`src/rtl/axis_route_tagger_dtu_pkg.sv`:
```
// Shared widths and FSM encodings for the route tagger egress stage.
package axis_route_tagger_dtu_pkg;

  localparam int unsigned AXI_DATA_BITS = 64;
  localparam int unsigned PID_BITS      = 6;
  localparam int unsigned ROUTE_BITS    = 8;

  typedef logic [1:0] rt_state_t;

  localparam rt_state_t RT_IDLE = 2'd0;
  localparam rt_state_t RT_FWD  = 2'd1;
  localparam rt_state_t RT_DROP = 2'd2;

endpackage

```
`src/rtl/axis_route_tagger_dtu_if.sv`:
```
// AXI4-Stream bundle (without tdest) used on both sides of the tagger.
interface axis_route_tagger_dtu_if #(
  parameter int unsigned DATA_BITS = axis_route_tagger_dtu_pkg::AXI_DATA_BITS,
  parameter int unsigned ID_BITS   = axis_route_tagger_dtu_pkg::PID_BITS
) ();

  logic                   tvalid;
  logic                   tready;
  logic [DATA_BITS-1:0]   tdata;
  logic [DATA_BITS/8-1:0] tkeep;
  logic                   tlast;
  logic [ID_BITS-1:0]     tid;

  modport master (output tvalid, tdata, tkeep, tlast, tid, input tready);
  modport slave  (input tvalid, tdata, tkeep, tlast, tid, output tready);

endinterface

```
`src/rtl/axis_route_tagger_dtu_skid.sv`:
```
// Two-entry skid buffer: registered output, full throughput, payload held while stalled.
module axis_skid_reg_rt #(
  parameter int unsigned Width = 8
) (
  input  logic             clk_i,
  input  logic             rst_ni,
  input  logic             valid_i,
  output logic             ready_o,
  input  logic [Width-1:0] data_i,
  output logic             valid_o,
  input  logic             ready_i,
  output logic [Width-1:0] data_o
);

  logic [Width-1:0] mem_q [2];
  logic [Width-1:0] mem_d [2];
  logic             wr_q, wr_d, rd_q, rd_d;
  logic [1:0]       cnt_q, cnt_d;
  logic             push, pop;

  // Next-state for storage, pointers and occupancy.
  always_comb begin
    ready_o = (cnt_q != 2'd2);
    valid_o = (cnt_q != 2'd0);
    data_o  = mem_q[rd_q];
    push    = valid_i && ready_o;
    pop     = valid_o && ready_i;
    mem_d   = mem_q;
    wr_d    = wr_q;
    rd_d    = rd_q;
    cnt_d   = cnt_q;
    if (push) begin
      mem_d[wr_q] = data_i;
      wr_d        = ~wr_q;
    end
    if (pop) begin
      rd_d = ~rd_q;
    end
    if (push && !pop) begin
      cnt_d = cnt_q + 2'd1;
    end else if (pop && !push) begin
      cnt_d = cnt_q - 2'd1;
    end
  end

  // State registers; reset flushes any buffered beats.
  always_ff @(posedge clk_i or negedge rst_ni) begin
    if (!rst_ni) begin
      mem_q <= '{default: '0};
      wr_q  <= 1'b0;
      rd_q  <= 1'b0;
      cnt_q <= 2'd0;
    end else begin
      mem_q <= mem_d;
      wr_q  <= wr_d;
      rd_q  <= rd_d;
      cnt_q <= cnt_d;
    end
  end

endmodule

```
`src/rtl/axis_route_tagger_dtu.sv`:
```
// Egress stage: stamps each packet with a per-packet route and drops DROP_ROUTE packets.
module axis_route_tagger_dtu #(
  parameter int unsigned DATA_BITS  = axis_route_tagger_dtu_pkg::AXI_DATA_BITS,
  parameter int unsigned ID_BITS    = axis_route_tagger_dtu_pkg::PID_BITS,
  parameter int unsigned ROUTE_BITS = axis_route_tagger_dtu_pkg::ROUTE_BITS,
  parameter logic [ROUTE_BITS-1:0] DROP_ROUTE = '0,
  parameter int unsigned CNT_BITS   = 32
) (
  input  logic                  aclk,
  input  logic                  aresetn,
  input  logic                  cfg_wr,
  input  logic [ROUTE_BITS-1:0] cfg_route,
  axis_route_tagger_dtu_if.slave  s_axis,
  axis_route_tagger_dtu_if.master m_axis,
  output logic [ROUTE_BITS-1:0] route_out,
  output logic                  busy,
  output logic [CNT_BITS-1:0]   stat_pkt_cnt,
  output logic [CNT_BITS-1:0]   stat_drop_cnt
);

  import axis_route_tagger_dtu_pkg::rt_state_t;
  import axis_route_tagger_dtu_pkg::RT_IDLE;
  import axis_route_tagger_dtu_pkg::RT_FWD;
  import axis_route_tagger_dtu_pkg::RT_DROP;

  localparam int unsigned KeepBits = DATA_BITS / 8;
  localparam int unsigned PayBits  = DATA_BITS + KeepBits + 1 + ID_BITS + ROUTE_BITS;

  rt_state_t             state_q, state_d;
  logic [ROUTE_BITS-1:0] act_route_q, act_route_d;
  logic [ROUTE_BITS-1:0] pend_route_q, pend_route_d;
  logic                  pend_valid_q, pend_valid_d;
  logic [CNT_BITS-1:0]   pkt_cnt_q, pkt_cnt_d;
  logic [CNT_BITS-1:0]   drop_cnt_q, drop_cnt_d;

  logic [ROUTE_BITS-1:0] eff_route, skid_route;
  logic                  eff_drop, s_ready, accept;
  logic                  skid_push, skid_ready, skid_valid;
  logic [PayBits-1:0]    skid_in, skid_out;

  // Route a new packet would take if its first beat were accepted now.
  assign eff_route = pend_valid_q ? pend_route_q : act_route_q;
  assign eff_drop  = (eff_route == DROP_ROUTE);

  // FSM, route snapshot, pending config and statistics.
  always_comb begin
    state_d      = state_q;
    act_route_d  = act_route_q;
    pend_route_d = pend_route_q;
    pend_valid_d = pend_valid_q;
    pkt_cnt_d    = pkt_cnt_q;
    drop_cnt_d   = drop_cnt_q;
    skid_push    = 1'b0;
    skid_route   = act_route_q;
    s_ready      = 1'b0;
    accept       = 1'b0;
    case (state_q)
      RT_IDLE: begin
        s_ready = eff_drop || skid_ready;
        accept  = s_axis.tvalid && s_ready;
        if (accept) begin
          act_route_d  = eff_route;
          pend_valid_d = 1'b0;
          if (eff_drop) begin
            if (s_axis.tlast) drop_cnt_d = drop_cnt_q + CNT_BITS'(1);
            else              state_d    = RT_DROP;
          end else begin
            skid_push  = 1'b1;
            skid_route = eff_route;
            if (s_axis.tlast) pkt_cnt_d = pkt_cnt_q + CNT_BITS'(1);
            else              state_d   = RT_FWD;
          end
        end
      end
      RT_FWD: begin
        s_ready = skid_ready;
        accept  = s_axis.tvalid && s_ready;
        if (accept) begin
          skid_push = 1'b1;
          if (s_axis.tlast) begin
            pkt_cnt_d = pkt_cnt_q + CNT_BITS'(1);
            state_d   = RT_IDLE;
          end
        end
      end
      RT_DROP: begin
        s_ready = 1'b1;
        accept  = s_axis.tvalid;
        if (accept && s_axis.tlast) begin
          drop_cnt_d = drop_cnt_q + CNT_BITS'(1);
          state_d    = RT_IDLE;
        end
      end
      default: state_d = RT_IDLE;
    endcase
    // A write lands in pending even when it coincides with a snapshot.
    if (cfg_wr) begin
      pend_route_d = cfg_route;
      pend_valid_d = 1'b1;
    end
  end

  // Control and statistics registers.
  always_ff @(posedge aclk or negedge aresetn) begin
    if (!aresetn) begin
      state_q      <= RT_IDLE;
      act_route_q  <= DROP_ROUTE;
      pend_route_q <= '0;
      pend_valid_q <= 1'b0;
      pkt_cnt_q    <= '0;
      drop_cnt_q   <= '0;
    end else begin
      state_q      <= state_d;
      act_route_q  <= act_route_d;
      pend_route_q <= pend_route_d;
      pend_valid_q <= pend_valid_d;
      pkt_cnt_q    <= pkt_cnt_d;
      drop_cnt_q   <= drop_cnt_d;
    end
  end

  assign skid_in = {s_axis.tdata, s_axis.tkeep, s_axis.tlast, s_axis.tid, skid_route};

  axis_skid_reg_rt #(
    .Width (PayBits)
  ) u_skid (
    .clk_i   (aclk),
    .rst_ni  (aresetn),
    .valid_i (skid_push),
    .ready_o (skid_ready),
    .data_i  (skid_in),
    .valid_o (skid_valid),
    .ready_i (m_axis.tready),
    .data_o  (skid_out)
  );

  assign s_axis.tready = s_ready;
  assign m_axis.tvalid = skid_valid;
  assign {m_axis.tdata, m_axis.tkeep, m_axis.tlast, m_axis.tid, route_out} = skid_out;
  assign busy          = (state_q != RT_IDLE);
  assign stat_pkt_cnt  = pkt_cnt_q;
  assign stat_drop_cnt = drop_cnt_q;

endmodule

```
`src/flat_wrapper.sv`:
```
// flat-port wrapper written by rule: the top's interface ports become plain ports
module axis_route_tagger_dtu_flat import axis_route_tagger_dtu_pkg::rt_state_t; import axis_route_tagger_dtu_pkg::RT_IDLE; import axis_route_tagger_dtu_pkg::RT_FWD; import axis_route_tagger_dtu_pkg::RT_DROP;
#(
  parameter int unsigned DATA_BITS  = axis_route_tagger_dtu_pkg::AXI_DATA_BITS,
  parameter int unsigned ID_BITS    = axis_route_tagger_dtu_pkg::PID_BITS,
  parameter int unsigned ROUTE_BITS = axis_route_tagger_dtu_pkg::ROUTE_BITS,
  parameter logic [ROUTE_BITS-1:0] DROP_ROUTE = '0,
  parameter int unsigned CNT_BITS   = 32
)
  (aclk, aresetn, cfg_wr, cfg_route, route_out, busy, stat_pkt_cnt, stat_drop_cnt, s_axis_tvalid, s_axis_tdata, s_axis_tkeep, s_axis_tlast, s_axis_tid, s_axis_tready, m_axis_tvalid, m_axis_tdata, m_axis_tkeep, m_axis_tlast, m_axis_tid, m_axis_tready);
  axis_route_tagger_dtu_if #(.DATA_BITS(DATA_BITS), .ID_BITS(ID_BITS)) s_axis_i ();
  axis_route_tagger_dtu_if #(.DATA_BITS(DATA_BITS), .ID_BITS(ID_BITS)) m_axis_i ();
  input  logic aclk;
  input  logic aresetn;
  input  logic cfg_wr;
  input  logic [ROUTE_BITS-1:0] cfg_route;
  output logic [ROUTE_BITS-1:0] route_out;
  output logic busy;
  output logic [CNT_BITS-1:0] stat_pkt_cnt;
  output logic [CNT_BITS-1:0] stat_drop_cnt;
  input wire logic [$bits(s_axis_i.tvalid)-1:0] s_axis_tvalid;
  input wire logic [$bits(s_axis_i.tdata)-1:0] s_axis_tdata;
  input wire logic [$bits(s_axis_i.tkeep)-1:0] s_axis_tkeep;
  input wire logic [$bits(s_axis_i.tlast)-1:0] s_axis_tlast;
  input wire logic [$bits(s_axis_i.tid)-1:0] s_axis_tid;
  output wire logic [$bits(s_axis_i.tready)-1:0] s_axis_tready;
  output wire logic [$bits(m_axis_i.tvalid)-1:0] m_axis_tvalid;
  output wire logic [$bits(m_axis_i.tdata)-1:0] m_axis_tdata;
  output wire logic [$bits(m_axis_i.tkeep)-1:0] m_axis_tkeep;
  output wire logic [$bits(m_axis_i.tlast)-1:0] m_axis_tlast;
  output wire logic [$bits(m_axis_i.tid)-1:0] m_axis_tid;
  input wire logic [$bits(m_axis_i.tready)-1:0] m_axis_tready;
  assign s_axis_i.tvalid = s_axis_tvalid;
  assign s_axis_i.tdata = s_axis_tdata;
  assign s_axis_i.tkeep = s_axis_tkeep;
  assign s_axis_i.tlast = s_axis_tlast;
  assign s_axis_i.tid = s_axis_tid;
  assign s_axis_tready = s_axis_i.tready;
  assign m_axis_tvalid = m_axis_i.tvalid;
  assign m_axis_tdata = m_axis_i.tdata;
  assign m_axis_tkeep = m_axis_i.tkeep;
  assign m_axis_tlast = m_axis_i.tlast;
  assign m_axis_tid = m_axis_i.tid;
  assign m_axis_i.tready = m_axis_tready;
  axis_route_tagger_dtu #(.DATA_BITS(DATA_BITS), .ID_BITS(ID_BITS), .ROUTE_BITS(ROUTE_BITS), .DROP_ROUTE(DROP_ROUTE), .CNT_BITS(CNT_BITS)) u_core (.aclk(aclk), .aresetn(aresetn), .cfg_wr(cfg_wr), .cfg_route(cfg_route), .s_axis(s_axis_i), .m_axis(m_axis_i), .route_out(route_out), .busy(busy), .stat_pkt_cnt(stat_pkt_cnt), .stat_drop_cnt(stat_drop_cnt));
endmodule
```
`config.mk`:
```
export PLATFORM = sky130hd
export DESIGN_NAME = axis_route_tagger_dtu_flat
export DESIGN_NICKNAME = d
export VERILOG_FILES = /design/src/rtl/axis_route_tagger_dtu_pkg.sv /design/src/rtl/axis_route_tagger_dtu_if.sv /design/src/rtl/axis_route_tagger_dtu_skid.sv /design/src/rtl/axis_route_tagger_dtu.sv /design/src/flat_wrapper.sv
export SDC_FILE = /design/constraint.sdc
export NUM_CORES = 1
export LEC_CHECK = 0
export ABC_AREA = 1
export BUFFER_PORTS_ARGS = -buffer_cell sky130_fd_sc_hd__buf_2
export CORE_MARGIN = 2
export CORE_UTILIZATION = 37
export CTS_CLUSTER_DIAMETER = 60
export DETAILED_ROUTE_END_ITERATION = 10
export MAX_ROUTING_LAYER = met4
export PLACE_DENSITY_LB_ADDON = 0.1
export SETUP_SLACK_MARGIN = 0.5
export SYNTH_ARGS = -nofsm -noshare
export SYNTH_HDL_FRONTEND = slang
export SYNTH_SLANG_ARGS = --single-unit
```
`constraint.sdc`:
```
create_clock -name aclk -period 2.65 [get_ports aclk]
set_input_delay 0.53 -clock aclk [delete_from_list [all_inputs] [get_ports aclk]]
set_output_delay 0.53 -clock aclk [all_outputs]
set_load 0.02 [all_outputs]
```
# [Word-level counts from Yosys, hierarchy flattened]
# Index checks and enable logic that the tools add are counted.
[totals] output_inout_bits=154 word_cells=96 ff_bits=261 inputBits=92
[op_classes] n_addsub=4 n_eq_ne=11 reduce_logical=25 bitwise_logic=4 order_cmp=3 muxes=38
[op_table] cell="$mux W87" n=4
[op_table] cell="$mux W32" n=8
[op_table] cell="$bwmux W174" n=1
[op_table] cell="$pmux W32 S2" n=2
[op_table] cell="$demux W87 S1" n=1
[op_table] cell="$add A32 B1 Y32 const B" n=2
[op_table] cell="$mux W8" n=4
[op_table] cell="$mux W2" n=9
[op_table] cell="$reduce_bool A2 Y1" n=7
[op_table] cell="$ne A2 B2 Y1 const B" n=5
[op_table] cell="$reduce_and A5 Y1" n=2
[op_table] cell="$logic_and A1 B1 Y1" n=8
[op_table] cell="$logic_not A8 Y1" n=1
[op_table] cell="$ne A2 B1 Y1 const B" n=4
[op_table] cell="$mux W1" n=6
[op_table] cell="$pmux W2 S3" n=1
[op_table] cell="$ge A2 B2 Y1 const B" n=2
[op_table] cell="$not A1 Y2" n=2
[op_table] cell="$reduce_and A2 Y1" n=2
[op_table] cell="$reduce_and A4 Y1" n=1
[op_table] cell="$pmux W1 S3" n=1
[op_table] cell="$add A2 B1 Y2 const B" n=1
[op_table] cell="$eq A2 B1 Y1 const B" n=1
[op_table] cell="$eq A2 B2 Y1 const B" n=1
[op_table] cell="other kinds (7)" n=9

# [Logic depth before layout (Yosys ltp)]
# Gate-level depths: netlist (run 1).
[depth] depth_word=11 mapped_depth=15

# [Hierarchy]
# A second synthesis (run 1) with hierarchy kept.
[hier_totals] cells_unflattened=1880 area_unflattened_um2=13842.0
[modules_own_cells] mod="axis_skid_reg_rt" area_per_inst_um2=8429.3 n_inst=1 seq_area_each_um2=4454.3 cells_per_inst=1082
[modules_own_cells] mod="axis_route_tagger_dtu" area_per_inst_um2=5412.7 n_inst=1 seq_area_each_um2=2077.0 cells_per_inst=798

# [Worst setup path before layout (run 1)]
# No wires, ideal clock.
[synth_path] kind="flip-flop to flip-flop" from="register u_core.pend_valid_q" to="register u_core.u_skid.cnt_q[1]" path_slack_ns=0.650 arrival_time_ns=1.869 stages_incl_launch_ff=16 setup_time_ns=0.131 synth_period_minus_slack_ns=2.000 t_required_ns=2.519 cell_sequence="dfrtp_1 buf_6 inv_4 nand2_1 nand2_1 nand2_1 nor2_2 nand2_2 inv_2 nand2_4 nand2_1 inv_1 ha_1 a21oi_1 o21ai_0 xor2_1"
[synth_between] elab_chain_cells=10
[synth_rtl] element="start: declaration" line="axis_route_tagger_dtu.sv:32" text="logic pend_valid_q, pend_valid_d;"
[synth_rtl] element="start signal: assignment" line="axis_route_tagger_dtu.sv:116" text="pend_valid_q <= pend_valid_d;"
[synth_rtl] element="$mux W8 (*)" line="axis_route_tagger_dtu.sv:42" text="assign eff_route = pend_valid_q ? pend_route_q : act_route_q;"
[synth_rtl] element="$logic_not A8 Y1 (*)" line="axis_route_tagger_dtu.sv:43" text="assign eff_drop = (eff_route == DROP_ROUTE);"
[synth_rtl] element="$logic_or A1 B1 Y1" line="axis_route_tagger_dtu.sv:59" text="s_ready = eff_drop || skid_ready;"
[synth_rtl] element="$logic_and A1 B1 Y1" line="axis_route_tagger_dtu.sv:60" text="accept = s_axis.tvalid && s_ready;"
[synth_rtl] element="$mux W1 (*)" line="axis_route_tagger_dtu.sv:61" text="if (accept) begin"
[synth_rtl] element="$pmux W1 S2 (*)" line="axis_route_tagger_dtu.sv:57" text="case (state_q)"
[synth_rtl] element="$logic_and A1 B1 Y1 (*)" line="axis_route_tagger_dtu_skid.sv:26" text="push = valid_i && ready_o;"
[synth_rtl] element="via u_core.u_skid.push" line="axis_route_tagger_dtu_skid.sv:19" text="logic push, pop;"
[synth_rtl] element="$logic_not A1 Y1" line="axis_route_tagger_dtu_skid.sv:41" text="end else if (pop && !push) begin"
[synth_rtl] element="$logic_and A1 B1 Y1" line="axis_route_tagger_dtu_skid.sv:41"
[synth_rtl] element="$reduce_bool A2 Y1 (no line)"
[synth_rtl] element="end signal: assignment" line="axis_route_tagger_dtu_skid.sv:57" text="cnt_q <= cnt_d;"
[synth_rtl] element="end: declaration" line="axis_route_tagger_dtu_skid.sv:18" text="logic [1:0] cnt_q, cnt_d;"
# The timed path passes the listed nets; every way through them passes the cells marked *.
# A chain may end at the register's enable or synchronous reset.

# [Worst setup path after layout (run 1)]
[layout_path] from="register u_core.pend_valid_q" to="output port s_axis_tready"
[layout_between] elab_chain_cells=4
[layout_rtl] element="$mux W8" line="axis_route_tagger_dtu.sv:42"
[layout_rtl] element="$logic_not A8 Y1" line="axis_route_tagger_dtu.sv:43"
[layout_rtl] element="$logic_or A1 B1 Y1" line="axis_route_tagger_dtu.sv:59"
[layout_rtl] element="$pmux W1 S3" line="axis_route_tagger_dtu.sv:57"
[layout_rtl] element="end: declaration" line="flat_wrapper.sv:26" text="output wire logic [$bits(s_axis_i.tready)-1:0] s_axis_tready;"
# Every way passes these cells.

==> metrics.txt, run 1 <==
Area growth, synth to finish=45.1%; main flop type after synthesis=dfrtp_1; clock skew=15.1 ps; largest net degree at the start of global routing=115; Setup TNS Final=0 ps; GRT Total Usage=0.207; post-DP HPWL=22.9 mm; Starting Density=0.377; Clock Path Buffers=3; Final setup viols=0; H-tree Lvls=2; Worst slew margin=0.437; maximum vdd drop=0.945 mV; IO buf count=245; root cell of the clock tree=clkbuf_16; via count=12000; Slowest cell on crit path=dfrtp_2; worst-margin pin slew=842 ps; Worst Setup Path Type=reg2out; Worst EP arrival=1810 ps; vias in the first global route=10900; area of the core=34600 um2; clock sinks=261; antenna-violating nets left=0; Total Power=0.0230 W; Min Hold Slack=237 ps; setup repair after global routing missed its margin=true; worst reg-to-reg setup slack=390 ps; Die X-Extent=192 um; CTS tree=built; Worst setup SP type=flop; endpoints failing hold=0; Skew-Pair Late Insertion Delay=510 ps; Power Density=1220 nW/um2; status=finished clean; syn_nets=1815; TritonCTS buffer count=34; Nets=2120; first-pass GRT wire length=58.8 mm; Avg Cell Area, Syn=7.58 um2; Congestion Overflow GR=0; worst min path class=in2reg; Yosys cell types=32; drt first pass iters=5; crit path time final=2340 ps; Max Freq=0.428 GHz; Die Span Y=192 um; routability congestion estimate=0.890; crit-path max cell delay=480 ps; Rows=68; Ports=246; n_diodes=0; Finished Layout Cells=2504; EDFF count, synth=0; crit-path cells=buf_6, nand2_1, nand2_2, nand2_2, nor2_4, nand3_4, nand3_2, buf_6; Die ar.=36800 um2; period utilization=0.882; placed cell count=2367; ys async rst share=1.00; Worst-path clk slew=60 ps; first-iteration detailed-routing DRC count=747; crit end category=output pin; antenna violations before repair=0; Seq/Total Area, Yosys=0.501; ratio of cells with drive above 1 in the final layout=0.332; Synth Register Bits=261; Avg Vias per Cell=4.79; Routed WL per cell=16.7 um; Mapped Cells=1720; Routed WL=41.8 mm; Pleak=10.1 nW; DRC viols=0; Synth Warn #=0; synthesized area=13000 um2; Max Slew Vio Count=0; Critical Path Fanout Max=7; Critical Path RT=2120 ps; Max Cap Viol=0
[timing repair]
action,in CTS,in global routing
hold buffers,1,0
hold endpoints to repair,3,0
endpoints found under the setup margin,100,334
pin swaps,32,85
gates cloned,12,22
buffers inserted,29,13
resized for setup,155,485
[cell usage after synthesis (11+ instances only)]
cell	count	area share
buf_2	17	0.0065
buf_4	12	0.0069
buf_6	17	0.015
clkbuf_1	26	0.0075
dfrtp_1	261	0.50
inv_1	145	0.042
nand2_1	816	0.23
nand3_1	49	0.019
nand3b_1	11	0.0063
nand4_1	14	0.0067
nor2_1	75	0.022
nor3_1	21	0.0081
o21ai_0	145	0.056
o21ai_1	20	0.0077
o21ai_2	18	0.012
xnor2_1	28	0.019
xor2_1	22	0.015
[where the power goes]
| group | total (W) | internal (W) | switching (W) | leakage [nW] |
|---|---|---|---|---|
| registers | 0.00667 | 0.00540 | 0.00127 | 3.34 |
| logic | 0.0118 | 0.00531 | 0.00646 | 6.25 |
| clock network | 0.00456 | 0.00283 | 0.00173 | 0.552 |
[critical path: cells and delay by family (launching register included)]
family	cells	cell delay, ps
simple gates	6	550
flops	1	480
buf+inv	2	250
[logic make-up after synthesis]
| logic type | Yosys count | share of synthesized area |
|---|---|---|
| xor gates and xnor gates | 50 | 0.0336 |
| AOI/OAI and AO/OA | 188 | 0.0786 |
| buffers and inverters | 223 | 0.0801 |
| DFF | 261 | 0.501 |
| and+or+nand+nor | 995 | 0.304 |
| adders and majority gates | 3 | 0.00288 |
[per-layer routing]
metal / track usage / vias to the layer above / wire length [um]
met2: 0.313 / 287 / 19900
met1: 0.288 / 5700 / 19000
met4: 0.0506 / 0 / 853
met3: 0.0364 / 49 / 2050
met5: - / - / 0
li1: - / 5961 / -
[state kept, by name (all words and copies together) (netlist names)]
| name | cells |
|---|---|
| u_core.u_skid.cnt_q | 2 |
| u_core.pend_route_q | 8 |
| u_core.u_skid.rd_q | 1 |
| u_core.act_route_q | 8 |
| u_core.pend_valid_q | 1 |
| u_core.stat_pkt_cnt | 32 |
| u_core.state_q | 2 |
| u_core.u_skid.wr_q | 1 |
| u_core.stat_drop_cnt | 32 |
| u_core.u_skid.mem_q | 174 |
[final timing paths]
| check | start | endpoint | cells past startpoint |
|---|---|---|---|
| max in group asynchronous | aresetn | u_core.pend_valid_q | 3 |
| worst min register to register | u_core.u_skid.mem_q[88] | u_core.u_skid.mem_q[88] | 2 |
| worst max-delay path | u_core.pend_valid_q | s_axis_tready | 8 |
| worst min-delay path | cfg_route[0] | u_core.pend_route_q[0] | 3 |
| min in group asynchronous | aresetn | u_core.u_skid.mem_q[115] | 2 |
| worst max register to register | u_core.u_skid.cnt_q[1] | u_core.u_skid.mem_q[51] | 8 |
[stage by stage]
step,cell area (um2),utilization,worst slack (ps)
after floorplan,13000,-,650
after global placement,14600,0.423,437
after CTS,16800,0.485,343
after detailed placement,14600,0.423,436
final,18900,0.546,313
after global routing,18900,0.546,214
[layout by cell type, fill, tap and decap left out, types with 20 or more instances in the layout]
master,n
nand2_1,571
buf_6,115
nor3_1,20
xor2_1,22
xnor2_1,28
buf_2,156
o21ai_1,27
nor2_1,75
dfrtp_1,259
nand3_1,48
inv_1,143
nand2_4,130
buf_4,24
clkbuf_16,49
o21ai_0,137
nand2_2,117
[cell type report]
cell class / count / area [um2]
Tap cell: 455 / 569
Inverter: 149 / 574
Multi-Input combinational cell: 1237 / 6800
Clock buffer: 55 / 1060
Clock inverter: 5 / 61.3
Sequential cell: 261 / 6540
Fill cell: 3272 / 15700
Timing Repair inverter: 2 / 23.8
Timing Repair Buffer: 340 / 3290
Power figures use the tool's default switching activity.
==> run 2: changes to the inputs <==
--- a/config.mk
+++ b/config.mk
@@ -7,8 +7,9 @@
 export LEC_CHECK = 0
 export ABC_AREA = 1
 export BUFFER_PORTS_ARGS = -buffer_cell sky130_fd_sc_hd__buf_2
+export CAP_MARGIN = 30
 export CORE_MARGIN = 2
-export CORE_UTILIZATION = 37
+export CORE_UTILIZATION = 56
 export CTS_CLUSTER_DIAMETER = 60
 export DETAILED_ROUTE_END_ITERATION = 10
 export MAX_ROUTING_LAYER = met4
==> metrics.txt, run 2 (same netlist as run 1, synthesis figures left out) <==
status=finished clean; GRT Total Usage=0.282; Critical Path RT=2120 ps; filler cell count=1386; Nets=2107; antenna-violating nets left=0; Die ar.=24500 um2; Area growth, synth to finish=41.3%; Largest Register=u_core.u_skid.mem_q; maximum vdd drop=0.720 mV; worst-margin pin slew=676 ps; vias in the first global route=10900; Setup TNS Final=0 ps; Die X-Extent=157 um; ratio of cells with drive above 1 in the final layout=0.320; Starting Density=0.572; worst min path class=in2reg; Max Freq=0.428 GHz; Worst Setup Path Type=reg2out; area of the core=22800 um2; Avg Vias per Cell=5.47; max reg flops=174; most frequent cells in the layout=584 x nand2_1, 259 x dfrtp_1, 156 x buf_2; Pleak=9.95 nW; via count=12900; TritonCTS buffer count=29; Clock Path Buffers=3; crit end category=output pin; routability congestion estimate=0.901; largest net degree at the start of global routing=79; Reg area=6530 um2; endpoints failing hold=0; IO buf count=245; period utilization=0.882; Worst setup SP type=flop; antenna violations before repair=2; Rows=55; clock skew=15.6 ps; setup repair after global routing missed its margin=true; Power Density=1230 nW/um2; Worst EP arrival=1810 ps; drt first pass iters=6; Max Cap Viol=0; Final setup viols=0; root cell of the clock tree=clkbuf_16; crit path time final=2340 ps; Max Slew Vio Count=0; Ports=246; Total Power=0.0227 W; Congestion Overflow GR=0; DRC viols=0; CTS tree=built; Worst-path clk slew=60 ps; first-iteration detailed-routing DRC count=1116; Routed WL=43.1 mm; post-DP HPWL=21.2 mm; Die Span Y=157 um; Worst slew margin=0.546; H-tree Lvls=1; clock sinks=261; first-pass GRT wire length=54.4 mm; Skew-Pair Late Insertion Delay=550 ps; commonest non-fill, non-tap cell in the layout=nand2_1; Routed WL per cell=18.3 um; Critical Path Fanout Max=5; Multi-input gate area=6710 um2
## run 2: worst paths after layout
check                                          from                        to  slack, ps  cells past startpoint
setup / recovery                 u_core.u_skid.rd_q          m_axis_tdata[19]        310                      7
hold / removal                         cfg_route[6]    u_core.pend_route_q[6]        180                      3
setup reg to reg                u_core.pend_valid_q  u_core.u_skid.mem_q[164]        340                     13
hold reg to reg            u_core.u_skid.mem_q[145]  u_core.u_skid.mem_q[145]        490                      2
max in group asynchronous                   aresetn    u_core.stat_pkt_cnt[7]       1360                      3
min in group asynchronous                   aresetn  u_core.u_skid.mem_q[116]        500                      2
## run 2: metal layers
layer | routed length, um | track usage
met3 | 3770 | 0.0360
met4 | 2590 | 0.0778
met2 | 20500 | 0.443
met5 | 0 | -
met1 | 16300 | 0.390
## run 2: critical path, cell delays in order, from the launching register on
cell and delay [ps]:
dfrtp_2 450, clkinv_4 120, buf_6 160, buf_12 120
clkbuf_16 160, nand2_4 60, nand2_2 60, buf_6 130
## run 2: final cells by class
type / instances / area share
timing repair buffer: 332 / 0.179
tap: 313 / 0.0213
clock buffer: 44 / 0.0463
clock inverter: 9 / 0.00285
inverter: 149 / 0.0310
sequential: 261 / 0.355
antenna: 2 / 0.000272
timing repair inverter: 1 / 0.000408
multi-input combinational: 1238 / 0.364
## run 2: per-stage QoR
step	area [um2]	utilization	setup slack, ps	instances	hold slack, ps
after detailed placement	14400	0.634	437	2224	465
after CTS	16000	0.703	350	2300	174
after floorplan	13000	-	650	1720	234
after global placement	14400	0.634	526	2224	464
final	18400	0.809	312	2349	185
after global routing	18400	0.809	231	2349	182
## run 2: power breakdown
group | internal (W) | switching (W)
sequential | 0.00539 | 0.00132
clock | 0.00221 | 0.00165
combinational | 0.00536 | 0.00672
## run 2: what timing repair did
item	4_1_cts	5_1_grt
endpoints found under the hold margin	50	0
resized for setup	99	500
hold buffers	1	0
buffers inserted	13	19
endpoints found under the setup margin	106	331
cloned	9	28
pin swaps	5	88
